`src/rtl/memory_access_unit.sv`:
```
// Load/store unit between the control unit and a word-wide synchronous memory.
// It checks alignment, steers byte/halfword lanes and extends loaded data.
package memory_access_unit_pkg;
  typedef enum logic [2:0] {mt_x = 3'd0, mt_b, mt_bu, mt_h, mt_hu, mt_w} mask_t;
  typedef enum logic [1:0] {me_x = 2'd0, me_rd = 2'd1, me_wr = 2'd2} req_t;
  typedef struct packed {
    logic [31:0] addrin;
    logic [31:0] datain;
    mask_t       mask;
    req_t        req;
  } CUtoME_IF;
  typedef struct packed {
    logic [31:0] loadeddata;
  } MEtoCU_IF;
  typedef enum logic [1:0] {IDLE = 2'd0, ACCESS = 2'd1, READ_DATA = 2'd2, RESP = 2'd3} state_t;
endpackage

module memory_access_unit
  import memory_access_unit_pkg::*;
#(
  parameter int ADDR_BITS = 16
) (
  input  logic                 clk,
  input  logic                 rst,
  input  CUtoME_IF             cu_req_data,
  input  logic                 cu_req_sync,
  output logic                 cu_req_notify,
  output MEtoCU_IF             me_resp_data,
  output logic                 me_resp_notify,
  input  logic                 me_resp_sync,
  output logic                 mem_en,
  output logic                 mem_we,
  output logic [ADDR_BITS-3:0] mem_addr,
  output logic [3:0]           mem_be,
  output logic [31:0]          mem_wdata,
  input  logic [31:0]          mem_rdata,
  output logic                 misalign_err,
  output state_t               dbg_state_o
);

  // Handshakes: a request transfers on a rising edge where cu_req_sync and
  // cu_req_notify are both 1; a response transfers on an edge where
  // me_resp_notify and me_resp_sync are both 1. Data is stable while notify=1.

  state_t                 state_q, state_d;
  logic [ADDR_BITS-1:0]   addr_q, addr_d;
  logic [31:0]            data_q, data_d;
  mask_t                  mask_q, mask_d;
  req_t                   req_q, req_d;
  logic [31:0]            load_q, load_d;

  logic                   is_rd, is_wr, aligned;
  logic [3:0]             lane_be;
  logic [7:0]             rd_byte;
  logic [15:0]            rd_half;
  logic [31:0]            rd_ext;
  logic                   unused_addr_hi;

  // Address bits above ADDR_BITS wrap away and are intentionally dropped.
  assign unused_addr_hi = ^cu_req_data.addrin[31:ADDR_BITS];

  assign is_rd = (req_q == me_rd);
  assign is_wr = (req_q == me_wr);

  always_comb begin
    aligned   = 1'b0;
    lane_be   = 4'b0000;
    mem_wdata = data_q;
    case (mask_q)
      mt_b, mt_bu: begin
        aligned   = 1'b1;
        lane_be   = 4'b0001 << addr_q[1:0];
        mem_wdata = {4{data_q[7:0]}};
      end
      mt_h, mt_hu: begin
        aligned   = ~addr_q[0];
        lane_be   = addr_q[1] ? 4'b1100 : 4'b0011;
        mem_wdata = {2{data_q[15:0]}};
      end
      mt_w: begin
        aligned   = (addr_q[1:0] == 2'b00);
        lane_be   = 4'b1111;
        mem_wdata = data_q;
      end
      default: begin
        aligned   = 1'b0;
        lane_be   = 4'b0000;
        mem_wdata = data_q;
      end
    endcase
  end

  assign rd_byte = mem_rdata[{addr_q[1:0], 3'b000} +: 8];
  assign rd_half = addr_q[1] ? mem_rdata[31:16] : mem_rdata[15:0];

  always_comb begin
    case (mask_q)
      mt_b:    rd_ext = {{24{rd_byte[7]}}, rd_byte};
      mt_bu:   rd_ext = {24'h000000, rd_byte};
      mt_h:    rd_ext = {{16{rd_half[15]}}, rd_half};
      mt_hu:   rd_ext = {16'h0000, rd_half};
      default: rd_ext = mem_rdata;
    endcase
  end

  always_comb begin
    state_d        = state_q;
    addr_d         = addr_q;
    data_d         = data_q;
    mask_d         = mask_q;
    req_d          = req_q;
    load_d         = load_q;
    cu_req_notify  = 1'b0;
    me_resp_notify = 1'b0;
    mem_en         = 1'b0;
    mem_we         = 1'b0;
    mem_be         = 4'b0000;
    misalign_err   = 1'b0;
    case (state_q)
      IDLE: begin
        cu_req_notify = 1'b1;
        if (cu_req_sync) begin
          addr_d  = cu_req_data.addrin[ADDR_BITS-1:0];
          data_d  = cu_req_data.datain;
          mask_d  = cu_req_data.mask;
          req_d   = cu_req_data.req;
          state_d = ACCESS;
        end
      end
      ACCESS: begin
        if (!is_rd && !is_wr) begin
          state_d = IDLE;
        end else if (!aligned) begin
          // An illegal read still answers, with zero data, so the CU never stalls.
          misalign_err = 1'b1;
          if (is_rd) begin
            load_d  = 32'h0;
            state_d = RESP;
          end else begin
            state_d = IDLE;
          end
        end else begin
          mem_en = 1'b1;
          mem_we = is_wr;
          if (is_wr) begin
            mem_be  = lane_be;
            state_d = IDLE;
          end else begin
            state_d = READ_DATA;
          end
        end
      end
      READ_DATA: begin
        load_d  = rd_ext;
        state_d = RESP;
      end
      RESP: begin
        me_resp_notify = 1'b1;
        if (me_resp_sync) begin
          state_d = IDLE;
        end
      end
      default: state_d = IDLE;
    endcase
  end

  always_ff @(posedge clk or negedge rst) begin
    if (!rst) begin
      state_q <= IDLE;
      addr_q  <= '0;
      data_q  <= '0;
      mask_q  <= mt_x;
      req_q   <= me_x;
      load_q  <= '0;
    end else begin
      state_q <= state_d;
      addr_q  <= addr_d;
      data_q  <= data_d;
      mask_q  <= mask_d;
      req_q   <= req_d;
      load_q  <= load_d;
    end
  end

  assign mem_addr                = addr_q[ADDR_BITS-1:2];
  assign me_resp_data.loadeddata = load_q;
  assign dbg_state_o             = state_q;

endmodule

```
`config.mk`:
```
export PLATFORM = sky130hd
export DESIGN_NAME = memory_access_unit
export DESIGN_NICKNAME = d
export VERILOG_FILES = /design/src/rtl/memory_access_unit.sv
export SDC_FILE = /design/constraint.sdc
export NUM_CORES = 1
export LEC_CHECK = 0
export ABC_AREA = 1
export CAP_MARGIN = 20
export CELL_PAD_IN_SITES_DETAIL_PLACEMENT = 1
export CELL_PAD_IN_SITES_GLOBAL_PLACEMENT = 1
export CORE_ASPECT_RATIO = 0.9
export CORE_MARGIN = 5
export CORE_UTILIZATION = 29
export CTS_CLUSTER_SIZE = 8
export DETAILED_ROUTE_END_ITERATION = 10
export PLACE_DENSITY = 0.85
export SLEW_MARGIN = 20
export SYNTH_ARGS = -nofsm -noshare
export SYNTH_HDL_FRONTEND = slang
export SYNTH_SLANG_ARGS = --single-unit
```
`constraint.sdc`:
```
create_clock -name clk -period 1.3 [get_ports clk]
set_input_delay 0.13 -clock clk [delete_from_list [all_inputs] [get_ports clk]]
set_output_delay 0.13 -clock clk [all_outputs]
set_load 0.02 [all_outputs]
```
== After elaboration in Yosys (flattened, before gate mapping) ==
Cells that the tools add are included.
Operators by class
  $add $sub $neg: 0
  multiply operators: 0
  div/mod/pow operators: 0
  order comparisons: 0
  eq/ne operators: 15
  shift operators: 2
  muxes and demuxes: 32
  bitwise operators: 1
  reductions and logical operators: 11
Operator list (count)
  $pmux W32 S2: 2
  $pmux W32 S4: 1
  $mux W32: 3
  $shiftx A32 B6 Y8: 1
  $mux W4: 5
  $mux W16: 1
  $mux W2: 6
  $pmux W4 S3: 1
  $mux W1: 11
  $ne A2 B2 Y1 const B: 5
  $pmux W2 S4: 1
  $eq A2 B2 Y1 const B: 3
  $eq A3 B2 Y1 const B: 2
  $eq A3 B3 Y1 const B: 2
  $eq A2 B1 Y1 const B: 2
  $logic_not A2 Y1: 2
  $reduce_and A2 Y1: 2
  $reduce_and A4 Y1: 1
  $reduce_or A2 Y1: 2
  $shl A1 B2 Y4 const A: 1
  $eq A3 B1 Y1 const B: 1
  $pmux W1 S3: 1
  $logic_not A1 Y1: 2
  $reduce_bool A2 Y1: 1
  other kinds (2): 2
Storage, ports and cells
  register bits after elaboration: 87
  bits in latches: 0
  memory bits (writable): 0
  ROM bits: 0
  bits of input ports: 105
  output and inout port bits: 89
  logic and storage cells: 67
  memories kept: 0

== Logic depth before layout (Yosys ltp) ==
Gate-level depths: netlist of the first run.
  word-level depth: 7
  depth in mapped cells: 11
  mapped depth without buffers: 9

== Least setup slack after synthesis of the first run ==
OpenSTA, ideal clock, no wires.
  path kind: register to output
  start: register addr_q[0]
  end: output mem_be[0]
  arrival: 1564 ps
  data required time: 1170 ps
  path slack: -394 ps
  stages on the path, launching flop included: 12
  path buffers: 2
  cells stage by stage: dfrtp_1 > buf_4 > inv_2 > buf_6 > nand2_1 > nor2_2 > nor2_4 > nand2_1 > nand2_1 > inv_2 > nand2_2 > nor2_1
Between the ends
  longest elaborated chain between the ends: 6
  elaborated cells between the ends (all ways): 9
  those cells by class: shift (1); mux (6); bitwise (1); reduce/logical (1)
RTL lines
  start, declared: line 46  | logic [ADDR_BITS-1:0] addr_q, addr_d;
  start signal, assigned: line 177  | addr_q <= addr_d;
  $shl A1 B2 Y4: line 72  | lane_be = 4'b0001 << addr_q[1:0];
  $pmux W4 S3: line 69  | case (mask_q)
  $mux W4: line 145  | if (is_wr) begin
  $mux W4 (*): line 133  | end else if (!aligned) begin
  $mux W4 (*): line 131  | if (!is_rd && !is_wr) begin
  $mux W4 (*): line 119  | case (state_q)
  end, declared: line 34  | output logic [3:0] mem_be,
Mark *: on every way between the ends. The rest lies on a longest branch, timed or not.

== Final worst setup path of the first run ==
  start: register mask_q[1]
  end: output mem_be[3]
Between the ends
  longest elaborated chain between the ends: 7
  elaborated cells between the ends (all ways): 13
  those cells by class: eq/ne (5); mux (6); reduce/logical (2)
RTL lines
  start, declared: line 48  | mask_t mask_q, mask_d;
  start signal, assigned: line 172  | mask_q <= mt_x;
  start signal, assigned: line 179  | mask_q <= mask_d;
  $eq A3 B3 Y1, or another cell as far along: line 69
  $reduce_or A2 Y1: line 69
  $pmux W4 S3: line 69
  $mux W4: line 145
  $mux W4 (*): line 133
  $mux W4 (*): line 131
  $mux W4 (*): line 119
Marks and branches as above.

==> impl_metrics.csv, run 1 <==
group,metric,value,unit
critical_path,end_kind,"output port",
route,drcViolationCount,0,
clock_tree,clk_pin_slew,0.07,ns
critical_path,path_common_cell,"nor2_4",
timing,min_period,2.10,ns
grt,grt_pass1_vias,5983,
critical_path,cp_max_fo,5,
clock_tree,numCtsBuffers,9,
floorplanning,core_area,17700,sq um
floorplanning,start_util,29.5,%
timing,max_freq,0.476,GHz
route,drtIter0Drc,217,
route,routedWlPerCell,20.4,um
finish,area_delta_synth_final,74.2,%
floorplanning,row_count,46,
route,drtPass1Iterations,5,
timing,setup_ws,-0.799,ns
yosys,ys_seq_area_share,41.7,%
timing,report.final.slew_viol_count,0,
grt,overflow,0,
clock_tree,cts_tree,"built",
placed_design,place.gp.congestion,0.885,
grt,grt_max_degree,48,
power_and_ir_drop,ir_worst_vdd,2.37,mV
power_and_ir_drop,leakagePower,4.37,nW
floorplanning,die_w,151,um
critical_path,r2r_cells,10,
critical_path,crit_required,1.17,ns
timing,finalHoldViolCount,0,
critical_path,max_stage_delay,0.49,ns
finish,fillers,2028,
timing,max_slew_margin,64.0,%
grt,grt_pass1_wl,32300,um
yosys,synth_top_area_share,41.7,%
finish,fin_util,51.5,%
grt,grt_usage,20.1,%
floorplanning,dieHeight,137,um
yosys,synth_cell_types,25,
run_status,violations,"setup timing",
yosys,netlist_instances,648,
placed_design,numPortBuffers,177,
critical_path,path_cells,"inv_4 -> nand3_2 -> nor2_4 -> nor2_4 -> nand2_2 -> nand2_2 -> inv_2 -> nand2_4 -> buf_6 -> nor2_4 -> buf_6",
clock_tree,clock_sinks,87,
yosys,ys_warn_count,0,
critical_path,crit_arrival,1.97,ns
timing,skew,0.00621,ns
timing,rsz0062_at_grt,"true",
finish,nets,1002,
route,ant_nets,0,
floorplanning,io-pin-count,194,
critical_path,worstSetupStartpointType,"flip-flop",
run_status,outcome,"finished, violations left",
power_and_ir_drop,powerDensity,3030,nW/um^2
yosys,syn_nets,756,
clock_tree,insertion_delay,0.36,ns
worst_hold_path,worstHoldPathType,"in2async",
yosys,synth_area_leader_cell,"dfrtp_1",
yosys,synth_area_leaders,"dfrtp_1 (42%), nand2_1 (8.8%), mux2_2 (6.5%)",
route,vias,5598,
run,maxCapViolations,0,
clock_tree,clock_path_buffers,2,
placed_design,place_inst,1088,
finish,final_cell_mix,"nand2_1 (92), clkdlybuf4s50_1 (87), buf_4 (87), dfrtp_1 (82), nand3_1 (54)",
critical_path,slowest_stage,"dfrtp_2",
route,viasPerCell,4.91,
critical_path,criticalPathCategory,"reg2out",
yosys,synth-seq-cells,87,
grt,antenna_found_initial,0,
timing,post-route-period-util,161,%
yosys,syn-cell-area,5220,sq um
clock_tree,cts.root.buffer_cell,"clkbuf_16",
finish,layout-drive-gt1-share,39.8,%
placed_design,hpwl,15200,um
route,totalWireLength,23300,um
timing,setup_violations,118,
floorplanning,die-area,20800,sq um
yosys,syn_area_per_cell,8.06,sq um
clock_tree,htreeDepth,3,
finish,layoutNonFillerInstCount,1140,
timing,worstMarginPinSlew,0.538,ns
finish,final_common_cell,"nand2_1",
## synth_stat cells (all sizes together)
library cell,n
a21oi,54
o21ai,36
nor2,72
nand4,8
inv,63
nor3,4
mux2,30
dfrtp,87
clkbuf,3
nand3,90
o22ai,8
o31ai,1
nand2,126
buf,62
a31oi,1
ha,3
## what timing repair did
| item | 4_1_cts | 5_1_grt |
|---|---|---|
| endpoints found under the setup margin | 169 | 116 |
| gates cloned | 1 | 14 |
| gates resized for setup | 276 | 80 |
| hold buffers | 1 | 0 |
| buffers inserted | 7 | 14 |
| pin swaps | 13 | 12 |
| endpoints found under the hold margin | 87 | 0 |
## sequential cells by signal (all words and copies together) (netlist names), named ones only
register,count
req_q,2
me_resp_data,32
data_q,32
addr_q,16
mask_q,3
dbg_state_o,1
## power breakdown
part / internal [mW] / total, mW / switching [mW]
clock network: 1.55 / 2.74 / 1.20
logic: 8.82 / 19.8 / 11.0
registers: 4.05 / 5.03 / 0.977
## cells by family after synthesis
family	share of synthesized area, %
multiplexers	6.47
adder cells (fa/ha/maj)	0.719
buffers and inverters	13.0
AO/OA/AOI/OAI	9.85
flip-flops	41.7
AND/OR/NAND/NOR	28.2
## per-stage QoR
step	setup slack [ns]	area [sq um]	TNS (ns)	hold WS, ns	total power, mW
after floorplan	-0.220	5650	-10.11	-0.166	15.7
after global placement	-0.815	7980	-48.59	0.0297	21.8
after detailed placement	-0.868	7980	-53.49	0.0336	22.3
after CTS	-0.718	8430	-37.94	0.200	25.2
after global routing	-0.880	9090	-57.49	0.234	29.2
final	-0.799	9090	-49.32	0.213	27.6
## worst max-delay path, delay by kind of cell, from the launching register on
kind,cells,cell delay (ns)
buffers and inverters,4,0.47
AND/OR/NAND/NOR,7,0.64
flip-flops,1,0.49
## layer usage
layer,GRT usage [%],up-vias,routed length [um],share of wire (%)
met4,4.28,0,409,1.8
met2,35.4,222,11900,51
met5,0,-,0,0
met3,8.52,32,2410,10
li1,-,2586,-,-
met1,22.8,2758,8600,37
## area by class of cell
type	instances	area (sq um)	share of cell area (%)
inverters	63	246	2.71
well taps	240	300	3.30
flip-flops and latches	87	2180	24.0
clock buffers	11	243	2.67
clock inverters	5	56.3	0.619
repair buffers	299	3070	33.7
diodes	1	2.50	0.0275
multi-input cells	434	3000	33.0
## worst paths after layout
path                                  from          endpoint  slack [ns]
min                                    rst   me_resp_data[2]        0.21
max reg2reg                      mask_q[1]  me_resp_data[21]       -0.58
min in group clk           cu_req_data[38]         addr_q[1]        0.36
max                              mask_q[1]         mem_be[3]       -0.80
max in group asynchronous              rst          req_q[0]        0.60
min reg2reg                      addr_q[5]         addr_q[5]        0.50
No activity file was read; power rests on OpenSTA's default activity.
==> run 2, diff against run 1 <==
--- a/config.mk
+++ b/config.mk
@@ -8,13 +8,14 @@
 export ABC_AREA = 1
 export CAP_MARGIN = 20
 export CELL_PAD_IN_SITES_DETAIL_PLACEMENT = 1
-export CELL_PAD_IN_SITES_GLOBAL_PLACEMENT = 1
+export CELL_PAD_IN_SITES_GLOBAL_PLACEMENT = 2
 export CORE_ASPECT_RATIO = 0.9
 export CORE_MARGIN = 5
-export CORE_UTILIZATION = 29
+export CORE_UTILIZATION = 22
 export CTS_CLUSTER_SIZE = 8
 export DETAILED_ROUTE_END_ITERATION = 10
-export PLACE_DENSITY = 0.85
+export HOLD_SLACK_MARGIN = 0.06
+export PLACE_DENSITY = 0.84
 export SLEW_MARGIN = 20
 export SYNTH_ARGS = -nofsm -noshare
 export SYNTH_HDL_FRONTEND = slang
==> run 2 against run 1 <==
Against the previous run:
- the run still ends with setup timing left
- cell count rose by 7.9%
- clock power rose by 7%
- non-clock buffer count up 29
- sequential power about the same
- core utilization fell by 10 points
- via count fell by 0.50%
- power is 7.4% higher
- die area increased by 29%
- highest routed layer unchanged
- flip-flop and latch count stayed put
- wire length rose by 3.0%
- critical path type unchanged
- sequential share of layout area fell by 1.5 points
- first-iteration DRC count increased by 41%
==> impl_metrics.csv, run 2 (synthesized netlist as in run 1, its figures left out) <==
group,metric,value,unit
critical_path,path_cells,"inv_2 -> nand3_2 -> nand2_4 -> buf_6 -> nor2_4 -> buf_12 -> buf_4 -> nand2_4 -> nand2_4 -> buf_6",
grt,antenna_found_initial,0,
route,drtIter0Drc,306,
finish,n_antenna_cell,0,
finish,nets,1031,
timing,report.final.slew_viol_count,0,
placed_design,place.gp.congestion,0.828,
critical_path,worstSetupStartpointType,"flip-flop",
floorplanning,die-area,26900,sq um
critical_path,slowest_stage,"dfrtp_2",
timing,rsz0062_at_grt,"true",
finish,fin_util,41.5,%
run,maxCapViolations,0,
critical_path,crit_arrival,1.92,ns
finish,finalInstanceArea,9690,sq um
floorplanning,row_count,53,
critical_path,max_stage_delay,0.49,ns
placed_design,postPlaceCellArea,8170,sq um
timing,min_period,2.05,ns
run_status,outcome,"finished, violations left",
floorplanning,dieHeight,156,um
timing,finalHoldViolCount,0,
route,drcViolationCount,0,
finish,layoutNonFillerInstCount,1230,
finish,seq_area,2180,sq um
finish,final_cell_mix,"buf_4 (93), nand2_1 (88), clkdlybuf4s50_1 (87), dfrtp_1 (83), buf_6 (58)",
clock_tree,clk_pin_slew,0.07,ns
power_and_ir_drop,p_total,29.6,mW
floorplanning,core_area,23300,sq um
grt,grt_max_degree,33,
timing,setup_violations,118,
placed_design,place_inst,1162,
floorplanning,start_util,22.4,%
route,drtPass1Iterations,4,
run_status,violations,"setup timing",
power_and_ir_drop,leakagePower,4.56,nW
finish,final_common_cell,"buf_4",
floorplanning,io-pin-count,194,
route,routedWlPerCell,19.5,um
finish,fillers,2699,
critical_path,path_common_cell,"nand2_4",
grt,grt_pass1_vias,6052,
timing,skew,0.0136,ns
clock_tree,cts_tree,"built",
clock_tree,clock_path_buffers,2,
timing,post-route-period-util,158,%
placed_design,hpwl,16400,um
clock_tree,numCtsBuffers,9,
grt,grt_pass1_wl,35100,um
route,vias,5570,
timing,worstMarginPinSlew,0.512,ns
route,viasPerCell,4.53,
worst_hold_path,worstHoldPathType,"in2async",
clock_tree,insertion_delay,0.37,ns
power_and_ir_drop,powerDensity,3060,nW/um^2
timing,max_slew_margin,65.8,%
critical_path,cp_max_fo,7,
power_and_ir_drop,ir_worst_vdd,1.70,mV
critical_path,criticalPathCategory,"reg2out",
finish,multiInputGateArea,3160,sq um
floorplanning,die_w,172,um
timing,holdWs,0.318,ns
critical_path,crit_required,1.17,ns
finish,area_delta_synth_final,85.6,%
route,ant_nets,0,
finish,layout-drive-gt1-share,44.9,%
critical_path,rrSetupSlack,-0.65,ns
route,totalWireLength,24000,um
clock_tree,clock_sinks,87,
clock_tree,cts.root.buffer_cell,"clkbuf_16",
timing,max_freq,0.488,GHz
critical_path,end_kind,"output port",
grt,overflow,0,
clock_tree,htreeDepth,3,
placed_design,numPortBuffers,177,
timing,setup_ws,-0.751,ns
grt,grt_usage,17.1,%
-- run 2: repair_timing --
action / CTS / global route
buffers inserted: 25 / 26
setup endpoints to repair: 175 / 124
gates cloned: 9 / 2
gates resized for setup: 368 / 97
pin swaps: 19 / 11
hold buffers: 1 / 0
endpoints found under the hold margin: 24 / 0
-- run 2: critical path: cells and delay by family (launching register included) --
family	cells	cell delay (ns)
buffers and inverters	5	0.61
DFF	1	0.49
and+or+nand+nor	5	0.46
-- run 2: final timing paths --
| check | start | endpoint | depth (start not counted) |
|---|---|---|---|
| min | rst | me_resp_data[7] | 2 |
| max in group asynchronous | rst | data_q[29] | 3 |
| max | mask_q[0] | mem_wdata[28] | 10 |
| max reg2reg | mask_q[0] | me_resp_data[13] | 12 |
| min reg2reg | me_resp_data[15] | me_resp_data[15] | 2 |
| min in group clk | cu_req_data[10] | data_q[5] | 3 |
-- run 2: through the flow --
step	setup slack (ns)	TNS (ns)
global placement	-0.821	-48.94
global route	-0.825	-58.09
CTS	-0.725	-50.08
finish	-0.751	-49.73
floorplan	-0.220	-10.11
detailed placement	-0.858	-53.96
-- run 2: routing by layer --
metal | vias up | part of all wire, % | GRT usage, %
li1 | 2646 | - | -
met1 | 2695 | 40 | 20.8
met2 | 202 | 49 | 29.2
met3 | 27 | 10 | 6.16
met4 | 0 | 1.9 | 3.44
met5 | - | 0 | 0
-- run 2: where the power goes --
group	switching (mW)	leakage (nW)	internal [mW]
clock network	1.36	0.158	1.56
logic	11.5	3.38	10.2
registers	0.968	1.03	4.04
-- run 2: area by class of cell --
| cell class | count | area share [%] |
|---|---|---|
| clock inverters | 7 | 1.03 |
| multi-input cells | 434 | 32.6 |
| well taps | 302 | 3.90 |
| repair buffers | 328 | 35.0 |
| flip-flops and latches | 87 | 22.5 |
| inverters | 63 | 2.60 |
| clock buffers | 9 | 2.32 |
